## src/rtl/led_fader_pkg.sv

```systemverilog
// rtl/led_fader_pkg.sv - shared defaults, target encodings and level-maximum helper for led_fader
package led_fader_pkg;

  localparam int DEF_NB   = 4;
  localparam int DEF_PW   = 8;
  localparam int DEF_NS   = 16;
  localparam int DEF_STEP = 8;

  localparam logic TGT_ON  = 1'b1;
  localparam logic TGT_OFF = 1'b0;

  function automatic int lvl_max(input int pw);
    return (1 << pw) - 1;
  endfunction

endpackage

```

## src/rtl/led_fader_fade_channel.sv

```systemverilog
// rtl/led_fader_fade_channel.sv - one LED: saturating brightness fade, PWM compare, at-target flag
module led_fader_fade_channel
  import led_fader_pkg::*;
#(
  parameter int PW   = DEF_PW,
  parameter int STEP = DEF_STEP
) (
  input  logic          clk,
  input  logic          rst,
  input  logic          tick,
  input  logic          tgt_on,
  input  logic [PW-1:0] pwm_cnt,
  output logic          led,
  output logic          at_tgt
);

  localparam int MAX = lvl_max(PW);
  localparam logic [PW:0] MAX_W  = MAX[PW:0];
  localparam logic [PW:0] STEP_W = STEP[PW:0];

  logic [PW-1:0] lvl_q, lvl_d;
  logic [PW-1:0] tgt;
  logic [PW:0]   up, dn;
  logic          led_q, led_d;

  always_comb begin
    tgt   = (tgt_on == TGT_ON) ? MAX_W[PW-1:0] : '0;
    // one extra bit so overshoot above MAX or borrow below 0 is visible
    up    = {1'b0, lvl_q} + STEP_W;
    dn    = {1'b0, lvl_q} - STEP_W;
    lvl_d = lvl_q;
    if (tick) begin
      if (lvl_q < tgt) begin
        lvl_d = (up > MAX_W) ? MAX_W[PW-1:0] : up[PW-1:0];
      end else if (lvl_q > tgt) begin
        lvl_d = dn[PW] ? '0 : dn[PW-1:0];
      end
    end
    led_d = (pwm_cnt < lvl_q);
  end

  always_ff @(posedge clk) begin
    if (rst) begin
      lvl_q <= '0;
      led_q <= 1'b0;
    end else begin
      lvl_q <= lvl_d;
      led_q <= led_d;
    end
  end

  assign led    = led_q;
  assign at_tgt = (lvl_d == tgt);

endmodule

```

## src/rtl/led_fader.sv

```systemverilog
// rtl/led_fader.sv - PWM LED fader top: input sync, shared PWM/tick counters, busy
// Optional pattern-change counter on chg_cnt when LED_FADER_CHG_CNT_EN is defined.
module led_fader
  import led_fader_pkg::*;
#(
  parameter int NB   = DEF_NB,
  parameter int PW   = DEF_PW,
  parameter int NS   = DEF_NS,
  parameter int STEP = DEF_STEP
) (
  input  logic          clk,
  input  logic          rst,
  input  logic [NB-1:0] din,
  output logic [NB-1:0] led,
  output logic          busy
`ifdef LED_FADER_CHG_CNT_EN
  ,
  output logic [7:0]    chg_cnt
`endif
);

  logic [NB-1:0] din_q, din_d;
  logic [PW-1:0] pwm_cnt_q, pwm_cnt_d;
  logic [NS-1:0] tick_cnt_q, tick_cnt_d;
  logic          busy_q, busy_d;
  logic          tick;
  logic [NB-1:0] at_tgt;

  always_comb begin
    din_d      = din;
    pwm_cnt_d  = pwm_cnt_q + 1'b1;
    tick_cnt_d = tick_cnt_q + 1'b1;
    tick       = &tick_cnt_q;
    busy_d     = ~(&at_tgt);
  end

  always_ff @(posedge clk) begin
    if (rst) begin
      din_q      <= '0;
      pwm_cnt_q  <= '0;
      tick_cnt_q <= '0;
      busy_q     <= 1'b0;
    end else begin
      din_q      <= din_d;
      pwm_cnt_q  <= pwm_cnt_d;
      tick_cnt_q <= tick_cnt_d;
      busy_q     <= busy_d;
    end
  end

  for (genvar i = 0; i < NB; i++) begin : g_ch
    led_fader_fade_channel #(
      .PW   (PW),
      .STEP (STEP)
    ) u_ch (
      .clk     (clk),
      .rst     (rst),
      .tick    (tick),
      .tgt_on  (din_q[i]),
      .pwm_cnt (pwm_cnt_q),
      .led     (led[i]),
      .at_tgt  (at_tgt[i])
    );
  end

  assign busy = busy_q;

`ifdef LED_FADER_CHG_CNT_EN
  logic [7:0] chg_cnt_q, chg_cnt_d;

  always_comb begin
    chg_cnt_d = chg_cnt_q;
    if (din != din_q) begin
      chg_cnt_d = chg_cnt_q + 8'd1;
    end
  end

  always_ff @(posedge clk) begin
    if (rst) begin
      chg_cnt_q <= '0;
    end else begin
      chg_cnt_q <= chg_cnt_d;
    end
  end

  assign chg_cnt = chg_cnt_q;
`endif

endmodule

```

## config.mk

```make
export PLATFORM = sky130hd
export DESIGN_NAME = led_fader
export DESIGN_NICKNAME = d
export VERILOG_FILES = /design/src/rtl/led_fader_pkg.sv /design/src/rtl/led_fader_fade_channel.sv /design/src/rtl/led_fader.sv
export SDC_FILE = /design/constraint.sdc
export NUM_CORES = 1
export LEC_CHECK = 0
export CAP_MARGIN = 10
export CORE_MARGIN = 1.5
export CORE_UTILIZATION = 61
export DETAILED_ROUTE_END_ITERATION = 10
export DONT_BUFFER_PORTS = 1
export MAX_ROUTING_LAYER = met4
export PLACE_DENSITY = 0.83
export SETUP_SLACK_MARGIN = 0.5
export SKIP_CTS_REPAIR_TIMING = 1
export SLEW_MARGIN = 20
export SYNTH_ARGS = -nofsm -noshare
export SYNTH_HDL_FRONTEND = slang
export SYNTH_SLANG_ARGS = --single-unit
```

## constraint.sdc

```tcl
create_clock -name clk -period 3.8 [get_ports clk]
set_input_delay 0.19 -clock clk [delete_from_list [all_inputs] [get_ports clk]]
set_output_delay 0.19 -clock clk [all_outputs]
set_load 0.02 [all_outputs]
```

==> results of run 1 <==
-- final cells by class --
cell class	instances	area [um2]	share of cell area, %
clock buffers	13	149	2.59
clock inverters	3	40.0	0.696
inverters	38	143	2.48
multi-input cells	544	3910	67.9
flip-flops and latches	65	1300	22.7
well taps	108	135	2.35
repair buffers	7	77.6	1.35
-- per-stage QoR --
step,std cells,worst slack (ns),util (%),instance area [um2]
2_1_floorplan,677,0.957,-,5460
3_3_place_gp,759,0.632,63.1,5480
3_5_place_dp,759,0.575,63.1,5480
4_1_cts,775,0.518,65.3,5670
5_1_grt,778,0.509,66.3,5750
6_report,778,0.623,66.3,5750
-- routing by layer --
metal,vias to the layer above,track usage [%],wire length (um)
met2,261,47.5,6460
met4,0,9.67,323
li1,2504,-,-
met5,-,-,0
met1,2380,38.0,6010
met3,42,3.67,897
-- power breakdown --
group	switching (W)	leakage, nW	total [W]	internal [W]
combinational	0.0000957	1.55	0.000170	0.0000739
clock	0.000270	0.0974	0.000590	0.000320
sequential	0.0000221	0.528	0.000717	0.000695
total	0.000387	2.17	0.00148	0.00109
-- synth_stat cells (5+ instances only) --
cell type,count
ha_1,74
nand4_1,24
o21a_1,9
o211ai_1,8
a211o_1,6
and4_1,6
a21oi_1,48
xnor2_1,9
a21o_1,17
a211oi_1,11
nor2b_1,25
inv_1,38
nand2b_1,10
nand2_1,35
and3_1,7
nand3_1,32
buf_2,8
clkbuf_1,13
dfxtp_1,65
nor2_1,58
a31oi_1,9
o2111ai_1,7
nor3_1,23
nor4_1,5
o21ai_0,24
xor2_1,14
-- worst max-delay path by stage --
stage / from / end / slack [ns] / cells after the start
floorplan: g_ch[3].u_ch.lvl_q[3] / busy / 0.96 / 11
global placement: din_q[3] / busy / 0.63 / 11
detailed placement: tick_cnt_q[0] / busy / 0.57 / 11
CTS: tick_cnt_q[0] / busy / 0.52 / 11
global route: din_q[3] / busy / 0.51 / 11
finish: tick_cnt_q[0] / busy / 0.62 / 11
-- flip-flops by register name, summed over array words and instances, names as in the netlist --
register / flops
tick_cnt_q: 16
busy: 1
g_ch.u_ch.lvl_q: 32
pwm_cnt_q: 8
g_ch.u_ch.led: 4
din_q: 4
-- critical path: stages, from the launching register on --
cell	delay [ns]
dfxtp_1	0.37
ha_1	0.25
nand3_2	0.17
or2_1	0.40
nor2_4	0.33
buf_4	0.28
nor2_1	0.07
a221oi_2	0.22
nand2_1	0.11
or3_1	0.38
o31ai_1	0.31
a41oi_2	0.14
-- cell families after synthesis --
| logic type | Yosys count |
|---|---|
| AOI/OAI and AO/OA | 188 |
| buffers and inverters | 68 |
| DFF | 65 |
| adders and majority gates | 74 |
| and+or+nand+nor | 256 |
| muxes | 3 |
| xor gates and xnor gates | 23 |
-- layout by cell type, fill, tap and decap left out, types with 4 or more instances in the layout --
cell        n
a21oi_1    47
nor3_1     23
nor4_1      5
or3_1       4
a31oi_1     9
dfxtp_1    63
o21a_1      9
nand2_1    35
xnor2_1     9
and2_1      4
nand2b_1   10
o211ai_1    8
and3_1      7
nand4_1    24
a211o_1     6
and4_1      6
ha_1       73
o21ai_0    24
o21ai_1     4
o2111ai_1   7
or4_1       4
inv_1      38
xor2_1     14
a211oi_1   11
nor2b_1    25
buf_4       4
nand3_1    32
nor2_1     58
clkbuf_8   10
a21o_1     16
==> impl_metrics.csv, run 1 <==
group,metric,value,unit
power,leakagePower,2.17,nW
power,powerDensity,257,nW/um2
timing,finalWorstPathRequiredPeriod,3.18,ns
worst_setup_path,arrival,3.38,ns
synthesis,syn_area,5460,um2
route,postRouteAntennaNets,0,
die,fp.dieH,97.6,um
synthesis,synth_xor_area_share,3.69,%
clock_tree,cts_tree,"yes",
route,wire_per_inst,17.6,um
global_routing,grt_max_degree,66,
global_routing,globalRouteOverflowTotal,0,
hold_path,hold_start,"din[3]",
worst_setup_path,crit_path_start_kind,"register",
clock_tree,worstSkewPairLatency,0.34,ns
synthesis,yosysSeqAreaShare,23.8,%
global_routing,first_global_vias,4901,
finish,drive_gt1_share,7.01,%
power,fin_total_pwr,0.00148,W
timing,final.period_utilization,83.6,%
die,ios,11,
worst_setup_path,cp-end-kind,"register",
worst_setup_path,timing.rr.end,"busy",
place,place.detailed.hpwl,9.94,mm
timing,finalHoldViolations,1,
die,coreArea,8680,um2
worst_setup_path,r2r_start,"tick_cnt_q[0]",
die,die_w,97.6,um
die,dieArea,9530,um2
timing,slew_headroom,59.5,%
synthesis,synth_compound_area_share,24.4,%
synthesis,yosysWarningCount,0,
clock_tree,clockRootBuffer,"clkbuf_8",
global_routing,grt_usage,29.3,%
clock_tree,h-tree-depth,3,
clock_tree,path_clk_slew,0.07,ns
synthesis,synth_top_flop_cell,"dfxtp_1",
timing,finalSetupViolations,0,
timing,clock_skew,0.0112,ns
route,firstDrtPassIters,5,
die,initial_core_util,62.9,%
synthesis,synth_top_family_by_area,"simple AND/OR/NAND/NOR gates",
synthesis,synth_fa_ha_area_share,17.0,%
finish,antenna_cells,0,
synthesis,synthArstFlopShare,0,%
synthesis,synthCells,677,
timing,rsz0062_at_grt,"false",
worst_setup_path,path_max_fanout,13,
synthesis,yosys.area_share.simple,25.3,%
die,rows,34,
route,wirelength,13.7,mm
synthesis,synthMuxAreaShare,0.550,%
synthesis,avgSynthCellArea,8.07,um2
synthesis,netlist-cell-type-count,80,
worst_setup_path,crit_required,4.01,ns
place,portBuffers,0,
timing,worst_pin_slew,0.603,ns
route,first_iter_violations,370,
power,ir_worst_vdd,0.192,mV
timing,hold_slack,-0.0180,ns
timing,fin_setup_tns,0,ns
worst_setup_path,path_class,"reg2reg",
synthesis,synth_top_area_share,23.8,%
timing,finalMaxSlewViolations,0,
clock_tree,clk_path_buf_depth,2,
global_routing,antenna_found_initial,0,
route,vias_per_cell,6.67,
flow_run,drv_cap,0,
finish,nFillCells,703,
synthesis,ys_ff_latch,65,
global_routing,grt_pass1_wl,22.8,mm
clock_tree,clock-sinks,65,
synthesis,syn_nets,757,
status,outcome,"finished, violations left",
worst_setup_path,reg2reg_slack,0.62,ns
clock_tree,cts_buffers,9,
hold_path,whs_path_depth,1,
synthesis,synth.area.top_cells,"dfxtp_1 (24%), ha_1 (17%), a21oi_1 (4.4%)",
finish,nNetsFinal,745,
status,violations,"negative hold slack",
route,drc,0,
synthesis,synth_largest_area_cell,"dfxtp_1",
hold_path,hold_end,"din_q[3]",
place,gp_congestion,0.996,
finish,area.growth.synth_to_final,5.36,%
synthesis,synth_edf_count,0,
hold_path,hp-class,"in2reg",
route,num_vias,5187,
timing,max_clock_freq,315,MHz
worst_setup_path,rr_worst_depth,11,
(Power assumes the default switching activity.)
==> inputs of run 2 (changes only) <==
--- a/config.mk
+++ b/config.mk
@@ -5,13 +5,14 @@
 export SDC_FILE = /design/constraint.sdc
 export NUM_CORES = 1
 export LEC_CHECK = 0
+export ABC_AREA = 1
 export CAP_MARGIN = 10
 export CORE_MARGIN = 1.5
-export CORE_UTILIZATION = 61
+export CORE_UTILIZATION = 59
 export DETAILED_ROUTE_END_ITERATION = 10
 export DONT_BUFFER_PORTS = 1
 export MAX_ROUTING_LAYER = met4
-export PLACE_DENSITY = 0.83
+export PLACE_DENSITY = 0.84
 export SETUP_SLACK_MARGIN = 0.5
 export SKIP_CTS_REPAIR_TIMING = 1
 export SLEW_MARGIN = 20
==> constraint.sdc (replaced) <==
create_clock -name clk -period 2.6 [get_ports clk]
set_input_delay 0.13 -clock clk [delete_from_list [all_inputs] [get_ports clk]]
set_output_delay 0.13 -clock clk [all_outputs]
set_load 0.02 [all_outputs]
==> run 2 against run 1 <==
Against the previous run: the flow still finishes with violations (negative hold slack); combinational power up 72%; flip-flop and latch count unchanged; wire length grew 11%; die area increased by 8.0%; critical path type unchanged; highest routed layer unchanged.
==> impl_metrics.csv, run 2 <==
group,metric,value,unit
worst_setup_path,path_max_fanout,8,
timing,final.period_utilization,89.3,%
worst_setup_path,cp-end-kind,"register",
finish,largestRegisters,"g_ch.u_ch.lvl_q (32), tick_cnt_q (16), pwm_cnt_q (8)",
clock_tree,cts_tree,"yes",
synthesis,yosysWarningCount,0,
synthesis,synth_largest_area_cell,"dfxtp_1",
route,num_vias,6132,
finish,top_register,"g_ch.u_ch.lvl_q",
die,die_w,101,um
worst_setup_path,crit_path_start_kind,"register",
place,place.detailed.hpwl,9.90,mm
die,coreArea,9330,um2
global_routing,grt_max_degree,55,
timing,hold_slack,-0.150,ns
clock_tree,clockRootBuffer,"clkbuf_8",
worst_setup_path,crit_required,2.85,ns
global_routing,grt_pass1_wl,22.8,mm
timing,finalWorstPathRequiredPeriod,2.32,ns
route,wire_per_inst,13.9,um
synthesis,synth_top_area_share,22.8,%
finish,area.growth.synth_to_final,19.8,%
clock_tree,worstSkewPairLatency,0.35,ns
timing,worst_pin_slew,0.343,ns
die,rows,35,
power,leakagePower,3.30,nW
timing,finalMaxSlewViolations,0,
synthesis,synth_edf_count,0,
clock_tree,h-tree-depth,3,
timing,finalSetupViolations,0,
global_routing,first_global_vias,5201,
place,gp_congestion,0.983,
route,firstDrtPassIters,5,
power,ir_worst_vdd,0.295,mV
die,initial_core_util,61.3,%
timing,rsz0062_at_grt,"true",
synthesis,syn_nets,996,
synthesis,synthArstFlopShare,0,%
synthesis,synthCells,916,
finish,seq_area,1340,um2
synthesis,synth.most_common_cell,"nand2_1",
timing,finalWorstSetupSlack,0.278,ns
place,post-place-ws,0.0847,ns
synthesis,synth_top_flop_cell,"dfxtp_1",
route,vias_per_cell,5.62,
timing,max_clock_freq,431,MHz
timing,finalHoldViolations,38,
timing,slew_headroom,77.1,%
finish,multi_input_area,4220,um2
worst_setup_path,path_class,"reg2reg",
worst_setup_path,arrival,2.57,ns
synthesis,synth.area.top_cells,"dfxtp_1 (23%), nand2_1 (16%), ha_1 (16%)",
finish,antenna_cells,0,
route,drc,0,
synthesis,ys_ff_latch,65,
route,first_iter_violations,459,
finish,stdcell_count,1091,
die,fp.dieH,101,um
finish,final_common_cell,"nand2_1",
hold_path,hp-class,"in2reg",
synthesis,netlist-cell-type-count,34,
route,wirelength,15.2,mm
finish,final_cell_mix,"nand2_1 (234), nor2_1 (114), inv_1 (104)",
timing,clock_skew,0.00727,ns
flow_run,drv_cap,0,
finish,nFillCells,721,
route,postRouteAntennaNets,0,
global_routing,antenna_found_initial,0,
synthesis,syn_area,5720,um2
global_routing,globalRouteOverflowTotal,0,
power,powerDensity,352,nW/um2
finish,largest_reg_flops,32,
synthesis,avgSynthCellArea,6.24,um2
clock_tree,clk_path_buf_depth,2,
die,dieArea,10300,um2
finish,drive_gt1_share,16.9,%
synthesis,yosysSeqAreaShare,22.8,%
clock_tree,cts_buffers,9,
global_routing,grt_usage,28.2,%
finish,nNetsFinal,1037,
place,place_inst,1038,
place,portBuffers,0,
die,ios,11,
clock_tree,clock-sinks,65,
clock_tree,path_clk_slew,0.08,ns
status,violations,"negative hold slack",
status,outcome,"finished, violations left",
synthesis,synthTopCellsByCount,"nand2_1 (251), nor2_1 (134), inv_1 (116)",
timing,fin_setup_tns,0,ns
[run 2: cell count changes in the layout (fill, tap and decap cells not counted), sizes merged, moves of 8 or more]
cell | previous run | this run
nand2 | 35 | 256
nor2 | 60 | 142
inv | 38 | 115
nand3 | 33 | 82
buf | 5 | 36
nor2b | 25 | 0
dlygate4sd3 | 2 | 15
nor3 | 24 | 12
xor2 | 14 | 2
a21o | 17 | 7
nand2b | 10 | 0
a211oi | 13 | 5
a31oi | 10 | 2
and4 | 8 | 0
[run 2: power by group]
part / switching (W) / internal (W) / total (W)
clock: 0.000419 / 0.000658 / 0.00108
sequential: 0.0000297 / 0.00101 / 0.00104
combinational: 0.000166 / 0.000127 / 0.000293
[run 2: cell type report]
class                   instances  area share, %
clock buffers                  10           2.01
flip-flops and latches         65           19.5
repair buffers                 51           6.45
inverters                     116           6.52
clock inverters                 6           1.53
well taps                     129           2.36
multi-input cells             714           61.6
[run 2: logic make-up (layout without fill, tap and decap cells)]
group / Yosys count / after routing / share of synthesized area (%)
AO/OA/AOI/OAI: 101 / 101 / 10.2
flip-flops: 65 / 65 / 22.8
XOR/XNOR: 7 / 7 / 1.07
buffers and inverters: 140 / 183 / 9.74
AND/OR/NAND/NOR: 529 / 532 / 40.0
adder cells (fa/ha/maj): 74 / 74 / 16.2
[run 2: metrics by stage]
stage	hold slack, ns	utilization (%)	area [um2]	total power [W]
global route	-0.160	73.4	6850	0.00251
global placement	0.205	63.4	5910	0.00128
finish	-0.150	73.4	6850	0.00241
detailed placement	0.207	63.4	5910	0.00128
floorplan	0.237	-	5760	0.00126
CTS	-0.162	66.0	6160	0.00235
[run 2: path summary, 6_finish.rpt]
path / from / to / slack [ns] / cells after the start
worst max-delay path: din_q[2] / busy / 0.28 / 19
worst min-delay path: rst / g_ch[0].u_ch.lvl_q[3] / -0.15 / 1
worst max register to register: din_q[2] / busy / 0.28 / 19
worst min register to register: tick_cnt_q[5] / tick_cnt_q[5] / 0.48 / 1
[run 2: layer usage]
layer | wire length (um) | global-route usage (%) | up-vias | share of wire (%)
li1 | - | - | 3080 | -
met1 | 6390 | 35.1 | 2730 | 42
met2 | 7240 | 47.2 | 282 | 48
met3 | 1120 | 3.93 | 40 | 7.4
met4 | 405 | 9.19 | 0 | 2.7
met5 | 0 | - | - | 0
[run 2: critical path, cell delays in order (launching register included)]
cell and delay, ns:
dfxtp_4 0.38, inv_6 0.06, ha_1 0.26, nand2_1 0.08
inv_2 0.04, buf_4 0.13, nand3_4 0.08, inv_2 0.05
a21oi_1 0.20, nand2_1 0.11, nand2_1 0.08, nand2_1 0.08
nand3_1 0.13, nand2_1 0.08, nor2_2 0.14, nand2_1 0.06
nand2_1 0.08, nand2_1 0.05, nor2_1 0.08, nor2_1 0.04
